`config.mk`:
```
export PLATFORM = sky130hd
export DESIGN_NAME = frac_baud_generator
export DESIGN_NICKNAME = d
export VERILOG_FILES = /design/src/rtl/frac_baud_generator.sv
export SDC_FILE = /design/constraint.sdc
export NUM_CORES = 1
export LEC_CHECK = 0
export CELL_PAD_IN_SITES_DETAIL_PLACEMENT = 1
export CELL_PAD_IN_SITES_GLOBAL_PLACEMENT = 1
export CORE_ASPECT_RATIO = 0.9
export CORE_MARGIN = 2
export CORE_UTILIZATION = 41
export CTS_CLUSTER_DIAMETER = 60
export DETAILED_ROUTE_END_ITERATION = 16
export PLACE_DENSITY_LB_ADDON = 0.05
export SLEW_MARGIN = 25
export SYNTH_ARGS = -nofsm -noshare
export SYNTH_HDL_FRONTEND = slang
export SYNTH_SLANG_ARGS = --single-unit
```
`constraint.sdc`:
```
create_clock -name clk -period 3.4 [get_ports clk]
set_clock_uncertainty 0.05 [all_clocks]
set_input_delay 0.68 -clock clk [delete_from_list [all_inputs] [get_ports clk]]
set_output_delay 0.68 -clock clk [all_outputs]
set_load 0.1 [all_outputs]
```
`src/rtl/frac_baud_generator.sv`:
```
// Fractional-N baud tick generator: a phase accumulator carry gives the oversample
// tick, and a small prescaler on that tick gives the bit-boundary and mid-bit ticks.
module frac_baud_generator #(
  parameter int CLOCK_HZ   = 100_000_000,
  parameter int BAUD       = 115_200,
  parameter int OVERSAMPLE = 16,
  parameter int ACC_W      = 24,
  parameter logic [ACC_W-1:0] INC_DEFAULT =
    ACC_W'(((64'(BAUD) * 64'(OVERSAMPLE) << ACC_W) + 64'(CLOCK_HZ / 2)) / 64'(CLOCK_HZ)),
  localparam int CNT_W = (OVERSAMPLE > 1) ? $clog2(OVERSAMPLE) : 1
) (
  input  logic             clk,
  input  logic             rst,
  input  logic             run,
  input  logic             restart,
  input  logic             cfg_load,
  input  logic [ACC_W-1:0] cfg_inc,
  output logic             os_tick,
  output logic             bit_tick,
  output logic             mid_tick,
  output logic [CNT_W-1:0] os_cnt,
  output logic [ACC_W-1:0] inc
);

  // With a single oversample per bit the mid-bit point collapses onto index 0,
  // so every tick is simultaneously an os, bit and mid tick.
  localparam int MID_IDX  = (OVERSAMPLE > 1) ? (OVERSAMPLE / 2 - 1) : 0;
  localparam int LAST_IDX = OVERSAMPLE - 1;

  logic [ACC_W-1:0] acc_q, acc_d;
  logic [ACC_W-1:0] inc_q, inc_d;
  logic [CNT_W-1:0] os_cnt_q, os_cnt_d;
  logic             os_tick_q, os_tick_d;
  logic             bit_tick_q, bit_tick_d;
  logic             mid_tick_q, mid_tick_d;

  logic [ACC_W:0]   sum;
  logic             carry;
  logic             at_last;
  logic             at_mid;

  assign sum     = {1'b0, acc_q} + {1'b0, inc_q};
  assign carry   = sum[ACC_W];
  assign at_last = (os_cnt_q == CNT_W'(LAST_IDX));
  assign at_mid  = (os_cnt_q == CNT_W'(MID_IDX));

  always_comb begin
    acc_d      = acc_q;
    os_cnt_d   = os_cnt_q;
    os_tick_d  = 1'b0;
    bit_tick_d = 1'b0;
    mid_tick_d = 1'b0;
    // The increment register is independent of the phase path; the add this
    // cycle always sees the old value.
    inc_d      = cfg_load ? cfg_inc : inc_q;

    if (restart) begin
      acc_d    = '0;
      os_cnt_d = '0;
    end else if (run) begin
      acc_d     = sum[ACC_W-1:0];
      os_tick_d = carry;
      if (carry) begin
        os_cnt_d   = at_last ? '0 : os_cnt_q + CNT_W'(1);
        bit_tick_d = at_last;
        mid_tick_d = at_mid;
      end
    end
  end

  always_ff @(posedge clk or posedge rst) begin
    if (rst) begin
      acc_q      <= '0;
      inc_q      <= INC_DEFAULT;
      os_cnt_q   <= '0;
      os_tick_q  <= 1'b0;
      bit_tick_q <= 1'b0;
      mid_tick_q <= 1'b0;
    end else begin
      acc_q      <= acc_d;
      inc_q      <= inc_d;
      os_cnt_q   <= os_cnt_d;
      os_tick_q  <= os_tick_d;
      bit_tick_q <= bit_tick_d;
      mid_tick_q <= mid_tick_d;
    end
  end

  assign os_tick  = os_tick_q;
  assign bit_tick = bit_tick_q;
  assign mid_tick = mid_tick_q;
  assign os_cnt   = os_cnt_q;
  assign inc      = inc_q;

endmodule

```
# After elaboration in Yosys (flattened, before gate mapping)
# Cells that the tools add are included.
# word_totals
output_inout_bits,31
wordCells,27
in_bits,29
reg_bits,55
# op_classes
reduce_logical,3
addsub,2
muxes,14
eq_ne,2
# ops
op,n
two-way mux 24 bit,2
adder 24 x 24 -> 25 bit,1
two-way mux 4 bit,4
two-way mux 1 bit,8
"adder 4 x 1 -> 4 bit, second input constant",1
"== test 4 x 3 -> 1 bit, second input constant",1
"== test 4 bit, second input constant",1
nonzero test 2 bit,2
AND reduction 2 bit,1

# Logic depth before layout (Yosys ltp)
# Gate-level depths: netlist (run 1).
# logic_depth
word_depth,5
ltp_mapped,9

# Worst setup path before layout (run 1)
# Ideal clock, no wire load.
# synth_timing
path_type,reg2reg
startpoint,reg inc_q[0] (netlist: inc[0])
endpoint,reg os_cnt_q[3] (netlist: os_cnt[3])
synth_period_minus_slack_ns,3.010
stages_incl_launch_ff,10
setup_ns,0.096
t_arrival_ns,2.864
setup_slack_ns,0.390
required_ns,3.254
path_cell_list,dfrtp_1 -> ha_1 -> fa_1 -> a211oi_1 -> nor3_2 -> o21ai_1 -> a31oi_1 -> a31o_2 -> and3b_1 -> o31ai_1
# synth_via
elab_chain_len,3
# synth_lines
element,line_no,source
from (decl),31,"logic [ACC_W-1:0] inc_q, inc_d;"
from (signal assigned),81,inc_q <= inc_d;
adder 24 x 24 -> 25 bit,42,"assign sum = {1'b0, acc_q} + {1'b0, inc_q};"
nonzero test 2 bit (no line),n/a,
AND reduction 2 bit (no line),n/a,
to (signal assigned),82,os_cnt_q <= os_cnt_d;
to (decl),32,"logic [CNT_W-1:0] os_cnt_q, os_cnt_d;"
# Every way passes these cells.
# A chain may end at the register's enable or synchronous reset.

# Worst setup path in the final report (run 1)
# Ends and elaborated chain as after synthesis.

==> results of run 1 <==
## routing by layer
| layer | share of wire | vias to the layer above | routed length [um] | global-route usage |
|---|---|---|---|---|
| met1 | 0.50 | 1407 | 4180 | 0.271 |
| met2 | 0.46 | 42 | 3920 | 0.316 |
| met5 | 0 | - | 0 | 0 |
| li1 | - | 1383 | - | - |
| met3 | 0.034 | 7 | 288 | 0.0285 |
| met4 | 0.0063 | 0 | 53 | 0.0331 |
## cells by family after synthesis
logic type | count (synthesis) | share of synthesized area
AO/OA/AOI/OAI | 94 | 0.176
AND/OR/NAND/NOR | 91 | 0.133
flip-flops | 55 | 0.402
multiplexers | 40 | 0.124
adder cells (fa/ha/maj) | 26 | 0.0961
buffers and inverters | 21 | 0.0235
XOR/XNOR | 18 | 0.0455
## layout make-up
type	instances	area, sq um	area share
Multi-Input combinational cell	269	1990	0.473
Timing Repair Buffer	63	556	0.132
Clock buffer	5	68.8	0.0164
Clock inverter	3	46.3	0.0110
Inverter	8	30.0	0.00714
Tap cell	99	124	0.0294
Sequential cell	55	1390	0.331
## state kept, by name, indices dropped and copies added, names as in the netlist
name / flops
acc_q: 24
bit_tick: 1
inc: 24
mid_tick: 1
os_cnt: 4
os_tick: 1
## worst min-delay path by stage
stage,startpoint,cells past startpoint,end
after floorplan,acc_q[11],2,acc_q[11]
after global placement,acc_q[15],2,acc_q[15]
after detailed placement,acc_q[18],2,acc_q[18]
after CTS,acc_q[18],2,acc_q[18]
after global routing,acc_q[11],2,acc_q[11]
final,acc_q[18],2,acc_q[18]
## critical path: stages, from the launching register on
cell and delay, ps:
dfrtp_1 420, ha_1 230, fa_1 430, a211oi_1 350
nor3_2 110, o21ai_1 250, a31oi_1 170, a31o_2 320
and3b_1 190, o31ai_1 190
## layout by cell type, fill, tap and decap left out, types with 5 or more instances in the layout
cell	synthesis	routed
buf_4	0	34
a21o_1	13	13
nor2b_1	5	5
mux2i_1	16	16
nand2_1	21	21
xnor2_1	14	14
nor2_1	34	34
o21ai_0	10	10
inv_1	8	7
a211oi_1	6	6
dfrtp_1	42	42
nand4_1	5	5
mux2_2	24	24
a21oi_1	27	27
dfstp_2	13	13
o21ai_1	11	11
clkdlybuf4s50_1	0	28
clkbuf_8	0	5
a31oi_1	5	5
ha_1	25	25
## where the power goes
part / total, mW / switching, mW / internal [mW]
logic: 1.19 / 0.755 / 0.431
registers: 0.827 / 0.0680 / 0.759
clock network: 0.457 / 0.234 / 0.222
total: 2.47 / 1.06 / 1.41
==> key figures, run 1 <==
Outcome
  – Status: complete, no violations

Final layout
  – Layout fillers: 934
  – Nets: 457
  – Final core occ: 0.519
  – Design Area, Final: between 0.004 and 0.005 sq mm
  – Area grow syn2layout: 21.5%
  – Ant diodes: 0
  – Final instance count without filler cells: 502
  – Fraction of layout instances using a drive strength above 1: 0.226

Clocking
  – Clock sink total: 55
  – CTS root buf: clkbuf_8
  – CTS H-tree depth: 2
  – Worst-path clk slew: 110 ps
  – Worst skew pair latency: around 320 ps
  – Clock buffer depth: 2
  – # resized after CTS: 0
  – Hold-fix buffers, CTS: 0
  – Cts bufs inserted: 5
  – CTS tree: yes
  – Post-CTS setup buffers: 0

Route
  – Routed vias: 2,839
  – Starting DRT DRC Count: 35
  – Drt pass-1 iters: 4
  – ANT nets after route: 0
  – Drt wl/cell: 16.8 um
  – Detailed Route WL: 8.44 mm
  – Via-per-instance ratio: between 5 and 6
  – DRC: 0

Placed design
  – Post-Place Worst Slack: 580 ps
  – Port Buffers: 59
  – Post-detail-place hpwl: roughly 6.4 mm
  – Placed cells: 494
  – Area after DPL: 0.00409 sq mm
  – Gpl congestion: between 0.8 and 0.9

Yosys
  – Mean post-synth cell area: 10.0 sq um
  – Top-area cell type share of the netlist area: 0.303
  – EDFF count, synth: 0
  – Syn Std Cell Area: 0.00346 sq mm
  – Post-synth top cells: 42 x dfrtp_1, 34 x nor2_1, 27 x a21oi_1
  – Main synth FF type: dfrtp_1
  – Distinct cells, synth: 53
  – Yosys Warn Count: 0
  – Syn_nets: 400
  – Most common cell in the netlist: dfrtp_1
  – Ys async rst share: 1.00
  – Yosys reg bits: 55
  – Area leader, netlist: dfrtp_1
  – Top cells by area, synth: dfrtp_1 30%, dfstp_2 9.9%, ha_1 9.0%
  – Synthesized instance count: 345
  – Post-synthesis sequential area ratio: 0.402

Global route
  – Global-route wire length before repair: between 10 and 15 mm
  – Largest net degree at the start of global routing: 31
  – All-Layer GR Usage: 0.192
  – Initial antenna violation count: 0
  – Vias in the first global route: 2,922
  – Overflow after GRT: 0

Setup path
  – Reg2reg path depth: 9
  – Crit-path max FO: 6
  – Critical path class: reg -> reg
  – Reg-to-reg startpoint: inc[0]
  – FF-to-FF End: os_cnt[3]
  – Worst EP arrival: approximately 3000 ps
  – Worst setup path endpoint: os_cnt[3]
  – Crit. End Element: flop
  – Flop2flop setup slack: between 600 and 700 ps
  – CP Launch Point: inc[0]
  – CP required: 3580 ps
  – CP Launch Type: flop

STA
  – Final hold vios: 0
  – Worst hold slack: 451 ps
  – Max Slew Vio Count: 0
  – Relative slew slack: 0.584
  – Actual slew at the worst max-slew pin: 623 ps
  – # setup viols final: 0
  – RSZ-0062 raised after global routing: no
  – Setup tns final: 0 ps
  – Final worst-path cycle share: 0.822
  – Tmin final: between 2000 and 3000 ps
  – Final WS setup: 604 ps
  – F_max: 358 MHz

Floorplanning
  – Top Ports: 60
  – Core area: about 0.008 sq mm
  – Starting density of the core: 0.427
  – Die Y-Extent: 91.2 um
  – Die ar.: 0.00920 sq mm
  – Chip Width: 101 um
  – Row Count: 31

Power
  – Leak pwr: about 1.9 nW
  – Pwr Total: 2.47 mW
  – Peak supply drop: 0.000222 V
  – Power density cells: 587 mW/mm^2

Flow run
  – Number of max-cap violations: 0

Hold path
  – Worst Hold Class: reg -> reg
Power figures use the tool's default switching activity.
==> run 2: changes to the inputs <==
--- a/config.mk
+++ b/config.mk
@@ -9,7 +9,7 @@
 export CELL_PAD_IN_SITES_GLOBAL_PLACEMENT = 1
 export CORE_ASPECT_RATIO = 0.9
 export CORE_MARGIN = 2
-export CORE_UTILIZATION = 41
+export CORE_UTILIZATION = 37
 export CTS_CLUSTER_DIAMETER = 60
 export DETAILED_ROUTE_END_ITERATION = 16
 export PLACE_DENSITY_LB_ADDON = 0.05
==> constraint.sdc (replaced) <==
create_clock -name clk -period 2.45 [get_ports clk]
set_clock_uncertainty 0.05 [all_clocks]
set_input_delay 0.49 -clock clk [delete_from_list [all_inputs] [get_ports clk]]
set_output_delay 0.49 -clock clk [all_outputs]
set_load 0.1 [all_outputs]
==> key figures, run 2 (synthesized netlist as in run 1, its figures left out) <==
Outcome
  – Status: finished with violations
  – Failing checks: negative setup slack

Route
  – Drt pass-1 iters: 4 (unchanged)
  – Detailed Route WL: 9.67 mm (+15%)
  – Starting DRT DRC Count: 61 (+74%)
  – Drt wl/cell: 17.2 um (+2.1%)
  – Routed vias: 2,994 (+5.5%)
  – DRC: 0 (unchanged)
  – Via-per-instance ratio: 5.32 (-6.0%)
  – ANT nets after route: 0 (unchanged)

Final layout
  – Area grow syn2layout: 45.0%
  – Final instance count without filler cells: 563 (+12%)
  – Design Area, Final: 0.00502 sq mm (+19%)
  – Ant diodes: 0 (unchanged)
  – Most common cell after layout, fill and taps aside: buf_4
  – Nets: 495 (+8.3%)
  – Fraction of layout instances using a drive strength above 1: 0.415 (+0.189)
  – Most frequent cells in the layout: 68 x buf_4, 35 x dfrtp_1, 33 x nor2_1, 28 x clkdlybuf4s50_1, 24 x mux2_2

STA
  – # setup viols final: 4 (+4)
  – RSZ-0062 raised after global routing: yes
  – Final worst-path cycle share: 1.02 (+0.201)
  – Actual slew at the worst max-slew pin: 469 ps (-154 ps)
  – Final hold vios: 0 (unchanged)
  – F_max: 399 MHz (+11%)
  – Relative slew slack: 0.684 (+0.0998)
  – Final WS setup: -58.4 ps (-662 ps)
  – Tmin final: 2510 ps (-288 ps)
  – Max Slew Vio Count: 0 (unchanged)
  – Worst hold slack: 456 ps (+5.20 ps)

Clocking
  – CTS tree: yes
  – Clock sink total: 55 (unchanged)
  – Worst skew pair latency: 320 ps (about the same)
  – Worst-path clk slew: 120 ps (about the same)
  – Cts bufs inserted: 5 (unchanged)
  – CTS H-tree depth: 2 (unchanged)
  – CTS root buf: clkbuf_8
  – Clock buffer depth: 2 (unchanged)

Floorplanning
  – Top Ports: 60 (unchanged)
  – Die ar.: 0.0102 sq mm (+10%)
  – Starting density of the core: 0.380 (-0.0477)
  – Core area: 0.00913 sq mm (+13%)
  – Chip Width: 106 um (+5.1%)
  – Row Count: 33 (+6.5%)
  – Die Y-Extent: 95.8 um (+5.0%)

Placed design
  – Post-Place Worst Slack: -141 ps (-721 ps)
  – Gpl congestion: 0.809 (-1.5%)
  – Post-detail-place hpwl: 6.70 mm (+4.4%)
  – Area after DPL: 0.00453 sq mm (+11%)
  – Port Buffers: 59 (unchanged)
  – Placed cells: 547 (+11%)

Power
  – Peak supply drop: 0.000370 V (+67%)
  – Leak pwr: 2.14 nW (+11%)
  – Power density cells: 795 mW/mm^2 (+35%)
  – Pwr Total: 3.99 mW (+62%)

Hold path
  – Worst Hold Class: in -> async

Setup path
  – Slowest stage delay, CP: 650 ps (+220 ps)
  – Crit. End Element: flop
  – Critical path class: reg -> reg
  – Slowest cell on crit path: dfstp_4
  – CP required: 2640 ps (-940 ps)
  – CP Launch Type: flop
  – Cells along the critical path: ha_4 -> a21o_1 -> a211o_4 -> o21ai_4 -> a31oi_4 -> a31o_4 -> and3b_1 -> o31ai_2
  – Crit-path max FO: 6 (unchanged)
  – Worst EP arrival: 2700 ps (-280 ps)

Global route
  – Vias in the first global route: 3,120 (+6.8%)
  – Initial antenna violation count: 0 (unchanged)
  – All-Layer GR Usage: 0.190 (-0.00295)
  – Largest net degree at the start of global routing: 56 (+81%)
  – Overflow after GRT: 0 (unchanged)
  – Global-route wire length before repair: 15.4 mm (+7.7%)

Flow run
  – Number of max-cap violations: 0 (unchanged)
## run 2: changes by cell type in the layout (fill, tap and decap cells not counted), moves of 4 or more
cell     before  now
dfrtp_2       0    7
a21oi_2       0    5
buf_4        34   68
dfstp_2      13    1
ha_4          0   15
a21oi_4       0    4
ha_1         25    9
buf_6         0    4
a21oi_1      27   18
dfrtp_1      42   35
dfstp_4       0   12
## run 2: cell type report
| class | instances | area, sq um |
|---|---|---|
| clock inverters | 3 | 26.3 |
| flip-flops and latches | 55 | 1450 |
| repair buffers | 101 | 856 |
| inverters | 8 | 30.0 |
| fillers | 1007 | 4100 |
| well taps | 122 | 153 |
| clock buffers | 5 | 68.8 |
| multi-input cells | 269 | 2440 |
## run 2: stage by stage
step,util,TNS (ps)
4_1_cts,0.517,-87.1
6_report,0.550,-110
3_3_place_gp,0.496,-88.5
5_1_grt,0.550,-762
3_5_place_dp,0.496,-361
2_1_floorplan,-,-549
## run 2: final timing paths
path,from,to,slack [ps],depth (start not counted)
setup / recovery,inc[5],os_cnt[3],-60,8
hold / removal,rst,inc[20],460,3
setup reg to reg,inc[5],os_cnt[3],-60,8
hold reg to reg,acc_q[23],acc_q[23],460,2
max in group asynchronous,rst,inc[18],1550,3
min in group clk,acc_q[23],acc_q[23],460,2
## run 2: repair_timing
| item | CTS | global route |
|---|---|---|
| cloned | 0 | 0 |
| pin swaps | 2 | 27 |
| setup endpoints to repair | 10 | 16 |
| hold buffers | 0 | 0 |
| buffers inserted | 0 | 8 |
| resized for setup | 13 | 47 |
## run 2: where the power goes
part	leakage, nW	internal (mW)	switching, mW
registers	0.679	1.07	0.132
clock network	0.0491	0.212	0.350
logic	1.41	0.966	1.26
## run 2: critical path, delay by kind of cell (launching register included)
kind                     cells  cell delay [ps]
AO/OA/AOI/OAI                6             1330
adder cells (fa/ha/maj)      1              200
AND/OR/NAND/NOR              1              190
flip-flops                   1              650
## run 2: per-layer routing
| layer | track usage | wire, um |
|---|---|---|
| met2 | 0.325 | 4650 |
| met5 | 0 | 0 |
| met1 | 0.260 | 4690 |
| met3 | 0.0284 | 270 |
| met4 | 0.0340 | 55 |
==> run 3: changes to the inputs <==
==> constraint.sdc (replaced) <==
create_clock -name clk -period 2.1 [get_ports clk]
set_clock_uncertainty 0.05 [all_clocks]
set_input_delay 0.42 -clock clk [delete_from_list [all_inputs] [get_ports clk]]
set_output_delay 0.42 -clock clk [all_outputs]
set_load 0.1 [all_outputs]
==> key figures, run 3 (synthesized netlist as in run 1, its figures left out) <==
STA
  – Max Slew Vio Count: 0 (unchanged)
  – Final WS setup: -424 ps (-366 ps)
  – Actual slew at the worst max-slew pin: 429 ps (-39.5 ps)
  – RSZ-0062 raised after global routing: yes
  – # setup viols final: 26 (+22)
  – Relative slew slack: 0.714 (+0.0297)
  – Final worst-path cycle share: 1.20 (+0.178)
  – Setup tns final: -7370 ps (-7260 ps)
  – F_max: 396 MHz (-0.63%)
  – Worst hold slack: 397 ps (-58.9 ps)
  – Tmin final: 2520 ps (+15.9 ps)
  – Final hold vios: 0 (unchanged)

Setup path
  – Worst EP arrival: 2710 ps (about the same)
  – CP Launch Type: flop
  – Crit. End Element: flop
  – Critical path class: reg -> reg
  – CP required: 2280 ps (-360 ps)
  – Reg-to-reg startpoint: inc[0]
  – CP Launch Point: inc[0]
  – Crit-path max FO: 6 (unchanged)

Route
  – Detailed Route WL: 11.9 mm (+23%)
  – DRC: 0 (unchanged)
  – Drt wl/cell: 19.3 um (+12%)
  – Drt pass-1 iters: 4 (unchanged)
  – Routed vias: 3,362 (+12%)
  – Starting DRT DRC Count: 106 (+74%)
  – Via-per-instance ratio: 5.44 (+2.3%)
  – ANT nets after route: 0 (unchanged)

Clocking
  – Worst skew pair latency: 320 ps (about the same)
  – Worst-path clk slew: 110 ps (about the same)
  – Cts bufs inserted: 5 (unchanged)
  – CTS root buf: clkbuf_8
  – CTS tree: yes
  – Clock sink total: 55 (unchanged)
  – CTS H-tree depth: 2 (unchanged)
  – Clock buffer depth: 2 (unchanged)
  – Hold-fix buffers, CTS: 0 (unchanged)

Final layout
  – Nets: 550 (+11%)
  – Multi-input logic area: 0.00252 sq mm (+3.3%)
  – Ant diodes: 0 (unchanged)
  – Most common cell after layout, fill and taps aside: buf_4
  – Layout fillers: 972 (-3.5%)
  – FF/Latch Area: 0.00145 sq mm (+0.26%)
  – Fraction of layout instances using a drive strength above 1: 0.498 (+0.0830)
  – Area grow syn2layout: 65.5%
  – Most frequent cells in the layout: 99 x buf_4, 35 x dfrtp_1, 31 x nor2_1, 28 x clkdlybuf4s50_1, 24 x mux2_2

Flow run
  – Number of max-cap violations: 0 (unchanged)

Floorplanning
  – Chip Width: 106 um (unchanged)
  – Core area: 0.00913 sq mm (unchanged)
  – Die ar.: 0.0102 sq mm (unchanged)
  – Die Y-Extent: 95.8 um (unchanged)
  – Row Count: 33 (unchanged)
  – Top Ports: 60 (unchanged)
  – Starting density of the core: 0.380 (unchanged)

Outcome
  – Failing checks: negative setup slack
  – Status: finished with violations

Power
  – Peak supply drop: 0.000379 V (+2.5%)
  – Leak pwr: 2.53 nW (+18%)
  – Power density cells: 914 mW/mm^2 (+15%)

Global route
  – Overflow after GRT: 0 (unchanged)
  – Initial antenna violation count: 0 (unchanged)
  – Largest net degree at the start of global routing: 56 (unchanged)
  – All-Layer GR Usage: 0.212 (+0.0220)
  – Global-route wire length before repair: 17.1 mm (+11%)
  – Vias in the first global route: 3,425 (+9.8%)

Placed design
  – Gpl congestion: 0.860 (+6.4%)
  – Post-detail-place hpwl: 7.44 mm (+11%)
  – Port Buffers: 59 (unchanged)

Hold path
  – Worst Hold Class: in -> async
==> run 3: cell types whose count changed in the layout (fill, tap and decap cells not counted), sizes merged <==
cell,before,now
clkinv,1,2
buf,73,128
clkinvlp,0,1
inv,10,8
==> run 3: layout make-up <==
class	instances	share of cell area
timing repair buffer	156	0.259
tap	122	0.0266
inverter	8	0.00524
clock buffer	5	0.0120
sequential	55	0.253
multi-input combinational	269	0.440
clock inverter	3	0.00437
==> run 3: path summary, 6_finish.rpt <==
path,endpoint,slack (ps),cells past startpoint
worst max-delay path,os_cnt[3],-420,9
worst min-delay path,bit_tick,400,3
worst max register to register,os_cnt[3],-420,9
worst min register to register,acc_q[14],460,2
max in group asynchronous,inc[6],1260,3
min in group clk,acc_q[14],460,2
==> run 3: power by group <==
part,switching [mW],internal [mW],total [mW]
clock network,0.395,0.240,0.635
registers,0.154,1.25,1.40
logic,1.72,1.48,3.20
total,2.27,2.97,5.24
==> run 3: metal layers <==
| layer | up-vias | track usage | share of wire |
|---|---|---|---|
| met5 | - | 0 | 0 |
| met4 | 0 | 0.0515 | 0.015 |
| met3 | 15 | 0.0264 | 0.031 |
| met2 | 69 | 0.377 | 0.51 |
| met1 | 1713 | 0.276 | 0.44 |
| li1 | 1565 | - | - |
==> run 3: repair_timing <==
action | 4_1_cts | 5_1_grt
resized for setup | 31 | 45
buffers inserted | 7 | 13
pin swaps | 28 | 41
cloned | 0 | 0
endpoints found under the setup margin | 24 | 26
==> run 3: stage by stage <==
stage / util / instances / power (mW) / instance area (sq um) / setup WS (ps)
after global routing: 0.628 / 618 / 5.52 / 5730 / -529
after floorplan: - / 345 / 3.03 / 3700 / -524
after detailed placement: 0.559 / 594 / 4.01 / 5100 / -500
after global placement: 0.559 / 594 / 3.92 / 5100 / -405
final: 0.628 / 618 / 5.24 / 5730 / -424
after CTS: 0.595 / 608 / 4.88 / 5430 / -336
==> run 3: critical path, cell delays in order, from the launching register on <==
cell	delay, ps
dfrtp_2	440
ha_4	180
fa_2	390
a211oi_4	300
nor3_4	100
o21ai_4	200
a31oi_4	120
a31o_4	290
and3b_1	190
o31ai_1	180
